--- config.mk ---
export PLATFORM = sky130hd
export DESIGN_NAME = clock_monitor
export DESIGN_NICKNAME = d
export VERILOG_FILES = /design/src/rtl/clock_monitor_pkg.sv /design/src/rtl/clock_monitor_sync_edge_detect.sv /design/src/rtl/clock_monitor.sv
export SDC_FILE = /design/constraint.sdc
export NUM_CORES = 1
export LEC_CHECK = 0
export CORE_MARGIN = 8
export CORE_UTILIZATION = 57
export CTS_BUF_LIST = sky130_fd_sc_hd__clkbuf_4 sky130_fd_sc_hd__clkbuf_8 sky130_fd_sc_hd__clkbuf_16
export DETAILED_ROUTE_END_ITERATION = 8
export HOLD_SLACK_MARGIN = 0.1
export PLACE_DENSITY = 0.79
export SETUP_SLACK_MARGIN = 0.15
export SLEW_MARGIN = 20
export SYNTH_ARGS = -nofsm -noshare
export SYNTH_HDL_FRONTEND = slang
export SYNTH_SLANG_ARGS = --single-unit
export TNS_END_PERCENT = 1
--- constraint.sdc ---
create_clock -name clk -period 4.88 [get_ports clk]
set_input_delay 0.488 -clock clk [delete_from_list [all_inputs] [get_ports clk]]
set_output_delay 0.488 -clock clk [all_outputs]
set_load 0.1 [all_outputs]
--- src/rtl/clock_monitor_pkg.sv ---
// Shared defaults and result type for the clock monitor.
package clock_monitor_pkg;

   // Default width of every cycle counter and measurement output.
   localparam int CNT_W_DEF = 16;

   // Saturation value of a default-width counter; reaching it means the
   // monitored clock has been silent for the whole counter range.
   localparam logic [CNT_W_DEF-1:0] CNT_MAX = {CNT_W_DEF{1'b1}};

   // One completed measurement window.
   typedef struct packed {
      logic [CNT_W_DEF-1:0] period;
      logic [CNT_W_DEF-1:0] high_time;
      logic [CNT_W_DEF-1:0] period_min;
      logic [CNT_W_DEF-1:0] period_max;
      logic [CNT_W_DEF-1:0] jitter;
      logic                 err;
   } meas_t;

endpackage

--- src/rtl/clock_monitor_sync_edge_detect.sv ---
// Multi-flop synchronizer for an asynchronous level, followed by a delay
// flop that turns the synchronized level into rise/fall strobes.
module sync_edge_detect
   import clock_monitor_pkg::*;
#(
   parameter int STAGES = 2
) (
   input  logic clk,
   input  logic rst_n,
   input  logic din,
   output logic s,
   output logic rise,
   output logic fall
);

   logic [STAGES-1:0] sync_q;
   logic [STAGES-1:0] sync_d;
   logic              d_q;
   logic              d_d;

   // Shift the async input through the synchronizer chain and delay flop.
   always_comb begin
      sync_d = {sync_q[STAGES-2:0], din};
      d_d    = sync_q[STAGES-1];
   end

   // Synchronizer and delay registers; synchronous active-low reset.
   always_ff @(posedge clk) begin
      if (!rst_n) begin
         sync_q <= '0;
         d_q    <= 1'b0;
      end else begin
         sync_q <= sync_d;
         d_q    <= d_d;
      end
   end

   assign s    = sync_q[STAGES-1];
   assign rise = sync_q[STAGES-1] & ~d_q;
   assign fall = ~sync_q[STAGES-1] & d_q;

endmodule

--- src/rtl/clock_monitor.sv ---
// Monitors a generated clock sampled as data in the clk domain: measures
// period, high time, min/max period and jitter over WINDOW periods, flags
// out-of-range periods and reports a lost clock.
module clock_monitor
   import clock_monitor_pkg::*;
#(
   parameter int CNT_W       = CNT_W_DEF,
   parameter int SYNC_STAGES = 2,
   parameter int WINDOW      = 8,
   parameter int MIN_PERIOD  = 4,
   parameter int MAX_PERIOD  = 1000
) (
   input  logic             clk,
   input  logic             rst_n,
   input  logic             enable,
   input  logic             mon_clk_in,
   output logic             meas_valid,
   output logic [CNT_W-1:0] period,
   output logic [CNT_W-1:0] high_time,
   output logic [CNT_W-1:0] period_min,
   output logic [CNT_W-1:0] period_max,
   output logic [CNT_W-1:0] jitter,
   output logic             err_range,
   output logic             timeout
);

   localparam logic [CNT_W-1:0]  ALL1     = {CNT_W{1'b1}};
   localparam logic [CNT_W-1:0]  ONE      = CNT_W'(1);
   localparam logic [CNT_W-1:0]  MIN_P    = CNT_W'(MIN_PERIOD);
   localparam logic [CNT_W-1:0]  MAX_P    = CNT_W'(MAX_PERIOD);
   // Window counter runs 0..WINDOW-1; the last measurement closes the window.
   localparam int                WCNT_W   = (WINDOW < 2) ? 1 : $clog2(WINDOW);
   localparam logic [WCNT_W-1:0] WIN_LAST = WCNT_W'(WINDOW - 1);
   localparam logic [WCNT_W-1:0] WCNT_ONE = WCNT_W'(1);

   logic s_s;
   logic rise_s;
   logic fall_unused_s;

   sync_edge_detect #(
      .STAGES (SYNC_STAGES)
   ) u_sync (
      .clk   (clk),
      .rst_n (rst_n),
      .din   (mon_clk_in),
      .s     (s_s),
      .rise  (rise_s),
      .fall  (fall_unused_s)
   );

   logic [CNT_W-1:0]  pcnt_q, pcnt_d;
   logic [CNT_W-1:0]  hcnt_q, hcnt_d;
   logic              armed_q, armed_d;
   logic [WCNT_W-1:0] wcnt_q, wcnt_d;
   logic [CNT_W-1:0]  wmin_q, wmin_d;
   logic [CNT_W-1:0]  wmax_q, wmax_d;
   logic              werr_q, werr_d;
   logic              meas_valid_q, meas_valid_d;
   logic [CNT_W-1:0]  period_q, period_d;
   logic [CNT_W-1:0]  high_time_q, high_time_d;
   logic [CNT_W-1:0]  period_min_q, period_min_d;
   logic [CNT_W-1:0]  period_max_q, period_max_d;
   logic [CNT_W-1:0]  jitter_q, jitter_d;
   logic              err_range_q, err_range_d;
   logic              timeout_q, timeout_d;

   logic [CNT_W-1:0]  new_min_s;
   logic [CNT_W-1:0]  new_max_s;
   logic              new_err_s;

   // Window statistics as they would be after folding in the current period.
   always_comb begin
      new_min_s = (pcnt_q < wmin_q) ? pcnt_q : wmin_q;
      new_max_s = (pcnt_q > wmax_q) ? pcnt_q : wmax_q;
      new_err_s = werr_q | (pcnt_q < MIN_P) | (pcnt_q > MAX_P);
   end

   // Counters, arming, window accumulation and result publication.
   always_comb begin
      pcnt_d       = pcnt_q;
      hcnt_d       = hcnt_q;
      armed_d      = armed_q;
      wcnt_d       = wcnt_q;
      wmin_d       = wmin_q;
      wmax_d       = wmax_q;
      werr_d       = werr_q;
      meas_valid_d = 1'b0;
      period_d     = period_q;
      high_time_d  = high_time_q;
      period_min_d = period_min_q;
      period_max_d = period_max_q;
      jitter_d     = jitter_q;
      err_range_d  = err_range_q;
      timeout_d    = timeout_q;

      if (!enable) begin
         // Disabled: drop all partial state, keep published results.
         pcnt_d  = '0;
         hcnt_d  = '0;
         armed_d = 1'b0;
         wcnt_d  = '0;
         wmin_d  = ALL1;
         wmax_d  = '0;
         werr_d  = 1'b0;
      end else begin
         pcnt_d = (pcnt_q == ALL1) ? pcnt_q : pcnt_q + ONE;
         if (s_s) begin
            hcnt_d = (hcnt_q == ALL1) ? hcnt_q : hcnt_q + ONE;
         end else begin
            hcnt_d = hcnt_q;
         end

         if (rise_s) begin
            // A rise starts a new period; pre-load counts are the old period.
            pcnt_d    = ONE;
            hcnt_d    = ONE;
            armed_d   = 1'b1;
            timeout_d = 1'b0;
            if (armed_q) begin
               if (wcnt_q == WIN_LAST) begin
                  // Publish and restart the window in the same cycle.
                  meas_valid_d = 1'b1;
                  period_d     = pcnt_q;
                  high_time_d  = hcnt_q;
                  period_min_d = new_min_s;
                  period_max_d = new_max_s;
                  jitter_d     = new_max_s - new_min_s;
                  err_range_d  = new_err_s;
                  wcnt_d       = '0;
                  wmin_d       = ALL1;
                  wmax_d       = '0;
                  werr_d       = 1'b0;
               end else begin
                  wcnt_d = wcnt_q + WCNT_ONE;
                  wmin_d = new_min_s;
                  wmax_d = new_max_s;
                  werr_d = new_err_s;
               end
            end else begin
               // First rise after reset/enable/timeout only arms.
               wcnt_d = wcnt_q;
            end
         end else if (pcnt_q == ALL1) begin
            // Clock lost: flag it, disarm and throw away the partial window.
            timeout_d = 1'b1;
            armed_d   = 1'b0;
            wcnt_d    = '0;
            wmin_d    = ALL1;
            wmax_d    = '0;
            werr_d    = 1'b0;
         end else begin
            armed_d = armed_q;
         end
      end
   end

   // All state and output registers; synchronous active-low reset.
   always_ff @(posedge clk) begin
      if (!rst_n) begin
         pcnt_q       <= '0;
         hcnt_q       <= '0;
         armed_q      <= 1'b0;
         wcnt_q       <= '0;
         wmin_q       <= ALL1;
         wmax_q       <= '0;
         werr_q       <= 1'b0;
         meas_valid_q <= 1'b0;
         period_q     <= '0;
         high_time_q  <= '0;
         period_min_q <= '0;
         period_max_q <= '0;
         jitter_q     <= '0;
         err_range_q  <= 1'b0;
         timeout_q    <= 1'b0;
      end else begin
         pcnt_q       <= pcnt_d;
         hcnt_q       <= hcnt_d;
         armed_q      <= armed_d;
         wcnt_q       <= wcnt_d;
         wmin_q       <= wmin_d;
         wmax_q       <= wmax_d;
         werr_q       <= werr_d;
         meas_valid_q <= meas_valid_d;
         period_q     <= period_d;
         high_time_q  <= high_time_d;
         period_min_q <= period_min_d;
         period_max_q <= period_max_d;
         jitter_q     <= jitter_d;
         err_range_q  <= err_range_d;
         timeout_q    <= timeout_d;
      end
   end

   assign meas_valid = meas_valid_q;
   assign period     = period_q;
   assign high_time  = high_time_q;
   assign period_min = period_min_q;
   assign period_max = period_max_q;
   assign jitter     = jitter_q;
   assign err_range  = err_range_q;
   assign timeout    = timeout_q;

endmodule
-- Word-level counts from Yosys, hierarchy flattened
Index checks and enable logic that the tools add are counted.
- flip-flop bits (word level): 155
- input bits: 4
- output and inout port bits: 83
- logic and storage cells: 77
- $add $sub $neg: 4
- magnitude comparators: 4
- eq/ne operators: 6
- muxes and demuxes: 27
- bitwise logic cells: 7
- reductions and logical operators: 10
- operator list (cell ; number):
    16-bit 2-to-1 mux ; 10
    16-bit by 1-bit adder with 16-bit output (second input constant) ; 2
    16-bit equality test (second input constant) ; 2
    16-bit by 10-bit > comparator with 1-bit output (second input constant) ; 1
    16-bit > comparator ; 1
    16-bit less-than comparator ; 1
    16-bit by 3-bit less-than comparator with 1-bit output (second input constant) ; 1
    16-bit subtractor ; 1
    1-bit 2-to-1 mux ; 13
    3-bit 2-to-1 mux ; 4
    2-bit AND reduction ; 5
    4-bit AND reduction ; 2
    2-bit inequality test (second input constant) ; 2
    1-bit NOT ; 4
    2-bit nonzero test ; 2
    3-bit by 1-bit adder with 3-bit output (second input constant) ; 1
    3-bit equality test (second input constant) ; 1
    3-bit OR reduction ; 1
    2-bit by 1-bit inequality test with 1-bit output (second input constant) ; 1
    1-bit OR ; 2
    1-bit bitwise AND ; 1

-- Longest topological paths before layout
Gate-level depths: netlist of run 1.
- word-level depth: 6
- gate-level depth with buffers: 20
- mapped depth without buffers: 18

-- Hierarchy
Synthesis of run 1 repeated with hierarchy kept, for this count alone.
- cell total of the unflattened synthesis: 984
- area, all modules: 7787.5 um^2
- modules (own cells, without submodules) (module ; times used ; cells an instance ; area an instance (um^2) ; seq. area each (um^2)):
    clock_monitor ; 1 ; 976 ; 7696.1 ; 3042.9
    sync_edge_detect ; 1 ; 8 ; 91.3 ; 60.1

-- Worst setup path before layout of run 1
OpenSTA, ideal clock, no wires.
- kind: reg2reg
- start: register wmax_q[15]
- end: register jitter_q[15], in the netlist jitter[15]
- setup time: 0.075 ns
- arrival time: 4.200 ns
- required time: 4.805 ns
- path slack: 0.606 ns
- cell stages (with the launch flop): 21
- buffers on the path: 2
- clock period less this slack: 4.274 ns
- cells stage by stage: dfxtp_1 > inv_1 > ha_1 > and4_4 > nand3_4 > a2111oi_4 > a211oi_2 > nor2_2 > buf_4 > buf_2 > mux2i_1 > inv_1 > ha_1 > o21a_1 > o21ai_0 > o2bb2ai_1 > a31oi_2 > a32oi_2 > a21oi_2 > or4_1 > a31oi_1
- cells in the longest elaborated chain, start to end: 3
- RTL lines (item ; line ; text):
    from (decl) ; clock_monitor.sv:56 ; logic [CNT_W-1:0] wmax_q, wmax_d;
    from (signal assigned) ; clock_monitor.sv:181 ; wmax_q <= wmax_d;
    16-bit > comparator ; clock_monitor.sv:74 ; new_max_s = (pcnt_q > wmax_q) ? pcnt_q : wmax_q;
    16-bit 2-to-1 mux ; clock_monitor.sv:74 ;
    net new_max_s[3] ; clock_monitor.sv:68 ; logic [CNT_W-1:0] new_max_s;
    16-bit subtractor ; clock_monitor.sv:127 ; jitter_d = new_max_s - new_min_s;
    to (signal assigned) ; clock_monitor.sv:188 ; jitter_q <= jitter_d;
    to (decl) ; clock_monitor.sv:63 ; logic [CNT_W-1:0] jitter_q, jitter_d;
The timed path passes the listed nets, and every way through them passes these cells.
A chain may end at the register's enable or synchronous reset.

-- Final worst setup path of run 1
- start: register wmax_q[15]
- end: register jitter_q[11], in the netlist jitter[11]
Same word-level chain as after synthesis.

==> results of run 1 <==
per-stage QoR:
stage               worst slack, ns  instances  total power [uW]  hold slack (ns)
global placement              0.405       1187              1390            0.418
floorplan                     0.606        954              1370            0.412
detailed placement            0.347       1187              1390            0.426
CTS                           0.294       1219              2750            0.455
global route                  0.167       1219              2820            0.470
finish                        0.303       1219              2740            0.452
area by class of cell:
class / count / area [um2]
multi-input cells: 683 / 4230
clock buffers: 17 / 425
clock inverters: 15 / 184
well taps: 176 / 220
fillers: 1082 / 3770
repair buffers: 116 / 1090
inverters: 57 / 214
flip-flops and latches: 155 / 3110
worst max-delay path: cells and delay by family (launching register included):
family | cells | cell delay, ns
buf+inv | 3 | 0.42
simple gates | 4 | 0.64
fa+ha+maj | 2 | 0.61
flops | 1 | 0.44
compound gates | 9 | 2.02
mux | 1 | 0.31
layout by cell type, fill, tap and decap left out, drive strengths merged, types with 4 or more instances in the layout:
cell	instances
dfxtp	155
clkinv	4
o22ai	6
ha	49
nand2	135
nor3	19
clkdlybuf4s50	86
and2	6
a21o	4
xor2	18
a22oi	14
nand4	9
o211ai	5
a2111oi	4
clkbuf	17
inv	63
buf	30
or3	5
o21ai	35
a21oi	87
nor4	6
o21a	6
nand2b	4
nand3	24
mux2i	16
a211oi	40
and3	10
nor2	127
xnor2	17
power groups by stage:
| stage | clock network, uW | registers (uW) | logic (uW) |
|---|---|---|---|
| floorplan | 0 | 1300 | 69.6 |
| global placement | 0 | 1300 | 90.5 |
| detailed placement | 0 | 1300 | 91.2 |
| CTS | 1390 | 1270 | 91.6 |
| global route | 1440 | 1270 | 103 |
| finish | 1380 | 1270 | 95.9 |
cell families (layout without fill, tap and decap cells):
logic type / Yosys count / after routing / synth area share [%]
buffers and inverters: 116 / 205 / 6.16
xor gates and xnor gates: 35 / 35 / 3.95
adders and majority gates: 51 / 51 / 8.31
AOI/OAI and AO/OA: 225 / 225 / 19.2
DFF: 155 / 155 / 40.0
and+or+nand+nor: 355 / 355 / 20.1
muxes: 17 / 17 / 2.26
Yosys cell counts (all sizes together) (2+ instances only):
cell type,n
a2111oi,4
a211oi,40
a21o,4
a21oi,87
a221oi,2
a22oi,14
a311oi,2
a31oi,2
a32oi,2
and2,6
and3,10
and4,3
buf,9
clkbuf,49
dfxtp,155
ha,49
inv,57
mux2i,16
nand2,135
nand2b,4
nand3,24
nand4,9
nor2,127
nor3,19
nor4,6
o211ai,5
o21a,6
o21ai,35
o21bai,3
o22ai,6
o311ai,3
o31ai,2
or2,3
or3,5
or4,2
xnor2,17
xor2,18
metal layers:
metal  up-vias  track usage (%)
li1       3458                -
met1      3301             29.9
met2       238             41.7
met3        61             6.17
met4         0             13.6
met5         -                0
sequential cells by signal, summed over array words and instances, names as in the netlist:
register,flops
hcnt_q,16
high_time,16
jitter,16
pcnt_q,16
period,16
period_max,16
period_min,16
wmax_q,16
wmin_q,16
wcnt_q,3
u_sync.sync_q,2
armed_q,1
err_range,1
meas_valid,1
timeout,1
u_sync.d_q,1
werr_q,1
worst min-delay path by stage:
stage / slack [ns] / startpoint / cells past startpoint / endpoint
after floorplan: 0.41 / u_sync.sync_q[0] / 1 / u_sync.sync_q[1]
after global placement: 0.42 / u_sync.sync_q[0] / 1 / u_sync.sync_q[1]
after detailed placement: 0.43 / u_sync.sync_q[0] / 1 / u_sync.sync_q[1]
after CTS: 0.45 / jitter[5] / 2 / jitter[5]
after global routing: 0.47 / period[3] / 2 / period[3]
final: 0.45 / jitter[5] / 2 / jitter[5]
==> results_dict.tcl, run 1 <==
set metrics [dict create \
    r2r_cells 19 \
    synth.distinct_cells 74 \
    grt_max_degree 82 \
    reg2reg_from "wmax_q[15]" \
    crit_type "register to register" \
    yosys-top-cells-area "dfxtp_1 (40%), ha_1 (7.9%), nand2_1 (6.5%)" \
    grt_first_pass_wirelength_um 35800 \
    yosysWarnings 0 \
    synth_edf_count 0 \
    p_leak_uw 0.00371 \
    rows 42 \
    wl_met1_um 9580 \
    relSlewSlack_pct 32.8 \
    ir_worst_vdd_mv 0.224 \
    cts_buffers 17 \
    cp.arrival_ns 4.88 \
    clockRootBuffer "clkbuf_16" \
    dr.pass1.iters 5 \
    timing.critical_path.from "wmax_q[15]" \
    slew_violations 0 \
    rsz0062_at_grt "false" \
    crit_slowest_cell "dfxtp_1" \
    clk_path_buf_depth 2 \
    seqPwrFrac_pct 46.3 \
    clock_skew_ns 0.00967 \
    fin_setup_tns_ns 0 \
    final_cell_area_um2 9470 \
    ys_ff_latch 155 \
    die-height_um 133 \
    status "completed" \
    cts.sinks 155 \
    syn_area_um2 7760 \
    critPathCaptureType "register" \
    synthCells 954 \
    cts_tree "done" \
    power.switching_uw 629 \
    boundaryPins 87 \
    cts_hold_buffers 0 \
    finalHoldViolCount 0 \
    met3_length_um 1290 \
    switching_share_pct 22.9 \
    synth_top_area_share_pct 40.0 \
    die-area_um2 17600 \
    antennaDiodeCount 0 \
    overflow 0 \
    ant_nets 0 \
    hp-class "register to register" \
    h-tree-depth 4 \
    max_stage_delay_ns 0.44 \
    internal_power_uw 2110 \
    start_util_pct 58.6 \
    placed_cell_area_um2 8810 \
    fmax_mhz 218 \
    dp_hpwl_um 16100 \
    viasPerCell 5.79 \
    cap_violations 0 \
    r2r_slack_ns 0.30 \
    dr_total_vias 7058 \
    drt_iter0_markers 671 \
    critPathRequiredTime_ns 5.18 \
    post_cts_buffers 0 \
    fin_crit_sh_pct 93.8 \
    port_buffers 86 \
    post-route-util_pct 71.5 \
    start_kind "register" \
    wl_per_cell_um 18.3 \
    syn-mean-instance-area_um2 8.13 \
    setup_viol 0 \
    synth_largest_area_cell "dfxtp_1" \
    nNetsFinal 1084 \
    areaGrowthSynthToFinish_pct 22.1 \
    clock_latency_ns 0.43 \
    crit_fanout 20 \
    syn-num-nets 1008 \
    combPwrFrac_pct 3.5 \
    post_cts_resized 0 \
    p_clk_share_pct 50.2 \
    ys_seq_area_share_pct 40.0 \
    async_flop_share_pct 0 \
    endpoint "jitter[11]" \
    wl_met2_um 10500 \
    path_cells "inv_1 > ha_1 > and4_4 > nand3_4 > a2111oi_4 > a211oi_4 > nor2_4 > buf_8 > mux2i_1 > inv_1 > ha_1 > o21a_1 > o21ai_0 > o2bb2ai_1 > a31oi_2 > o21ai_0 > nor2_1 > o311ai_0 > a21oi_1" \
    gp_congestion 0.993 \
    fin_crit_ns 4.58 \
    synth_top_flop_cell "dfxtp_1" \
    die_w_um 133 \
    top_layer_used "met4" \
    core_area_um2 13200 \
    reg2reg_to "jitter[11]" \
    path_clk_slew_ns 0.06 \
    drive_gt1_share_pct 9.30 \
    grt.total_usage_pct 25.3 \
    drc 0 \
    powerDensity_nw_per_um2 290 \
    worstMarginPinSlew_ns 1.01 \
    drt_wl_total_um 22400 \
    antenna_found_initial 0 \
    grt_pass1_vias 6738 \
]
(Power assumes the default switching activity.)
==> run 2: changes to the inputs <==
Settings changed: CORE_UTILIZATION 57 to 60, DONT_BUFFER_PORTS from default to 1, PLACE_DENSITY 0.79 to 0.74.
==> run 2 against run 1 <==
Net effect:
- first-iteration DRC count is 22% lower
- global-route usage increased by 0.53 points
- maximum frequency fell by 0.29%
- combinational power about the same
- sequential share of layout area increased by 3.6 points
- sequential power hardly changed
- power fell by 1.8%
- utilization decreased by 4.0 points
- critical path depth is the same
- hold slack got worse by 0.28 ns
- non-clock buffer count decreased by 93
- critical path type unchanged
- critical endpoint is now jitter[15]
- largest power group unchanged
- highest routed layer unchanged
==> results_dict.tcl, run 2 (synthesis results as in run 1) <==
set metrics [dict create \
    internal_power_uw 2080 \
    status "completed" \
    r2r_cells 19 \
    ant_nets 0 \
    grt.total_usage_pct 25.9 \
    start_util_pct 61.5 \
    die-height_um 130 \
    rows 41 \
    seqPwrFrac_pct 47.1 \
    final_cell_area_um2 8520 \
    reg2reg_from "wmax_q[15]" \
    clockRootBuffer "clkbuf_16" \
    antenna_found_initial 0 \
    h-tree-depth 4 \
    clk_path_buf_depth 2 \
    cts_buffers 17 \
    drt_iter0_markers 521 \
    power.switching_uw 616 \
    fin_crit_ns 4.59 \
    dr_total_vias 6758 \
    nNetsFinal 991 \
    critPathRequiredTime_ns 5.23 \
    critPathCaptureType "register" \
    crit_fanout 19 \
    drt_wl_total_um 21500 \
    port_buffers 0 \
    crit_slowest_cell "or4_1" \
    timing.critical_path.from "wmax_q[15]" \
    cap_violations 0 \
    path_clk_slew_ns 0.06 \
    reg2reg_to "jitter[15]" \
    fmax_mhz 218 \
    cp.arrival_ns 4.94 \
    rsz0062_at_grt "true" \
    clock_skew_ns 0.00668 \
    core_area_um2 12600 \
    start_kind "register" \
    fillers 1067 \
    multi_input_area_um2 4220 \
    grt_max_degree 80 \
    wl_per_cell_um 19.1 \
    relSlewSlack_pct 28.4 \
    path_depth 19 \
    layout_setup_ws_ns 0.290 \
    endpoint "jitter[15]" \
    place_ws_ns 0.265 \
    grt_first_pass_wirelength_um 34000 \
    post_cts_buffers 0 \
    final_common_cell "dfxtp_1" \
    fin_crit_sh_pct 94.1 \
    drc 0 \
    p_leak_uw 0.00338 \
    drive_gt1_share_pct 9.26 \
    die_w_um 130 \
    boundaryPins 87 \
    cts.sinks 155 \
    antennaDiodeCount 0 \
    layout_common_cells "dfxtp_1 (153), nand2_1 (134), nor2_1 (126)" \
    ir_worst_vdd_mv 0.179 \
    overflow 0 \
    areaGrowthSynthToFinish_pct 9.90 \
    p_clk_share_pct 49.3 \
    combPwrFrac_pct 3.6 \
    register_area_um2 3110 \
    setup_viol 0 \
    placed_cell_area_um2 7890 \
    grt_pass1_vias 6458 \
    powerDensity_nw_per_um2 316 \
    hp-class "primary input to register" \
    worstMarginPinSlew_ns 1.07 \
    cp_num_buf_inv 3 \
    cts_tree "done" \
    switching_share_pct 22.9 \
    dr.pass1.iters 5 \
    finalHoldViolCount 0 \
    max_stage_delay_ns 0.46 \
    fin_setup_tns_ns 0 \
    slew_violations 0 \
    die-area_um2 16800 \
    gp_congestion 0.977 \
    crit_type "register to register" \
    r2r_slack_ns 0.29 \
    dp_hpwl_um 15800 \
    path_cells "inv_1 > ha_1 > and4_4 > nand3_4 > a2111oi_4 > a211oi_2 > nor2_4 > buf_6 > mux2i_1 > inv_1 > ha_1 > o21a_1 > o21ai_0 > o2bb2ai_1 > a31oi_2 > a32oi_2 > a21oi_2 > or4_1 > a31oi_1" \
    critical-path-top-delay-family "compound AO/OA/AOI/OAI gates" \
    viasPerCell 6.02 \
    clock_latency_ns 0.43 \
]
run 2: power by group through the flow:
stage	clock network [uW]	registers (uW)	logic, uW
floorplan	0	1300	69.6
global placement	0	1300	89.1
detailed placement	0	1300	90.8
CTS	1350	1270	91.6
global route	1410	1270	103
finish	1330	1270	96.2
run 2: repair_timing:
item / in CTS / in global routing
hold buffers: 0 / 0
setup endpoints to repair: 0 / 7
resized for setup: 0 / 10
run 2: worst min-delay path by stage:
| stage | from | end | slack (ns) | cells after the start |
|---|---|---|---|---|
| 2_1_floorplan | u_sync.sync_q[0] | u_sync.sync_q[1] | 0.41 | 1 |
| 3_3_place_gp | u_sync.sync_q[0] | u_sync.sync_q[1] | 0.43 | 1 |
| 3_5_place_dp | u_sync.sync_q[0] | u_sync.sync_q[1] | 0.44 | 1 |
| 4_1_cts | enable | timeout | 0.17 | 1 |
| 5_1_grt | enable | timeout | 0.16 | 1 |
| 6_report | enable | timeout | 0.18 | 1 |
run 2: final cells by class:
cell class | count | share of cell area (%)
multi-input combinational | 683 | 49.5
sequential | 155 | 36.4
clock buffer | 18 | 5.15
tap | 172 | 2.52
inverter | 57 | 2.51
timing repair buffer | 23 | 2.07
clock inverter | 14 | 1.85
run 2: layer usage:
metal / track usage [%] / vias to the layer above / wire, um
met5: 0 / - / 0
met4: 11.4 / 0 / 698
met3: 5.34 / 53 / 1350
met2: 44.3 / 218 / 10700
met1: 30.8 / 3226 / 8710
li1: - / 3261 / -
run 2: through the flow:
stage | power [uW] | cells | util [%] | hold WS (ns)
floorplan | 1370 | 954 | - | 0.412
global placement | 1390 | 1090 | 62.6 | 0.425
detailed placement | 1390 | 1090 | 62.6 | 0.437
CTS | 2710 | 1122 | 67.3 | 0.169
global route | 2780 | 1122 | 67.5 | 0.164
finish | 2700 | 1122 | 67.5 | 0.175
run 2: worst register-to-register path: stages (launching register included):
cell and delay, ns:
dfxtp_1 0.44, inv_1 0.09, ha_1 0.31, and4_4 0.26, nand3_4 0.09, a2111oi_4 0.39, a211oi_2 0.17, nor2_4 0.25
buf_6 0.28, mux2i_1 0.29, inv_1 0.10, ha_1 0.32, o21a_1 0.13, o21ai_0 0.15, o2bb2ai_1 0.17, a31oi_2 0.10
a32oi_2 0.30, a21oi_2 0.09, or4_1 0.46, a31oi_1 0.13
==> run 3: changes to the inputs <==
Settings changed: CTS_CLUSTER_DIAMETER from default to 30, CTS_CLUSTER_SIZE from default to 24, SKIP_LAST_GASP from default to 1.
==> results of run 3 <==
No change in the layout: final DEF, timing and power equal those of run 2.
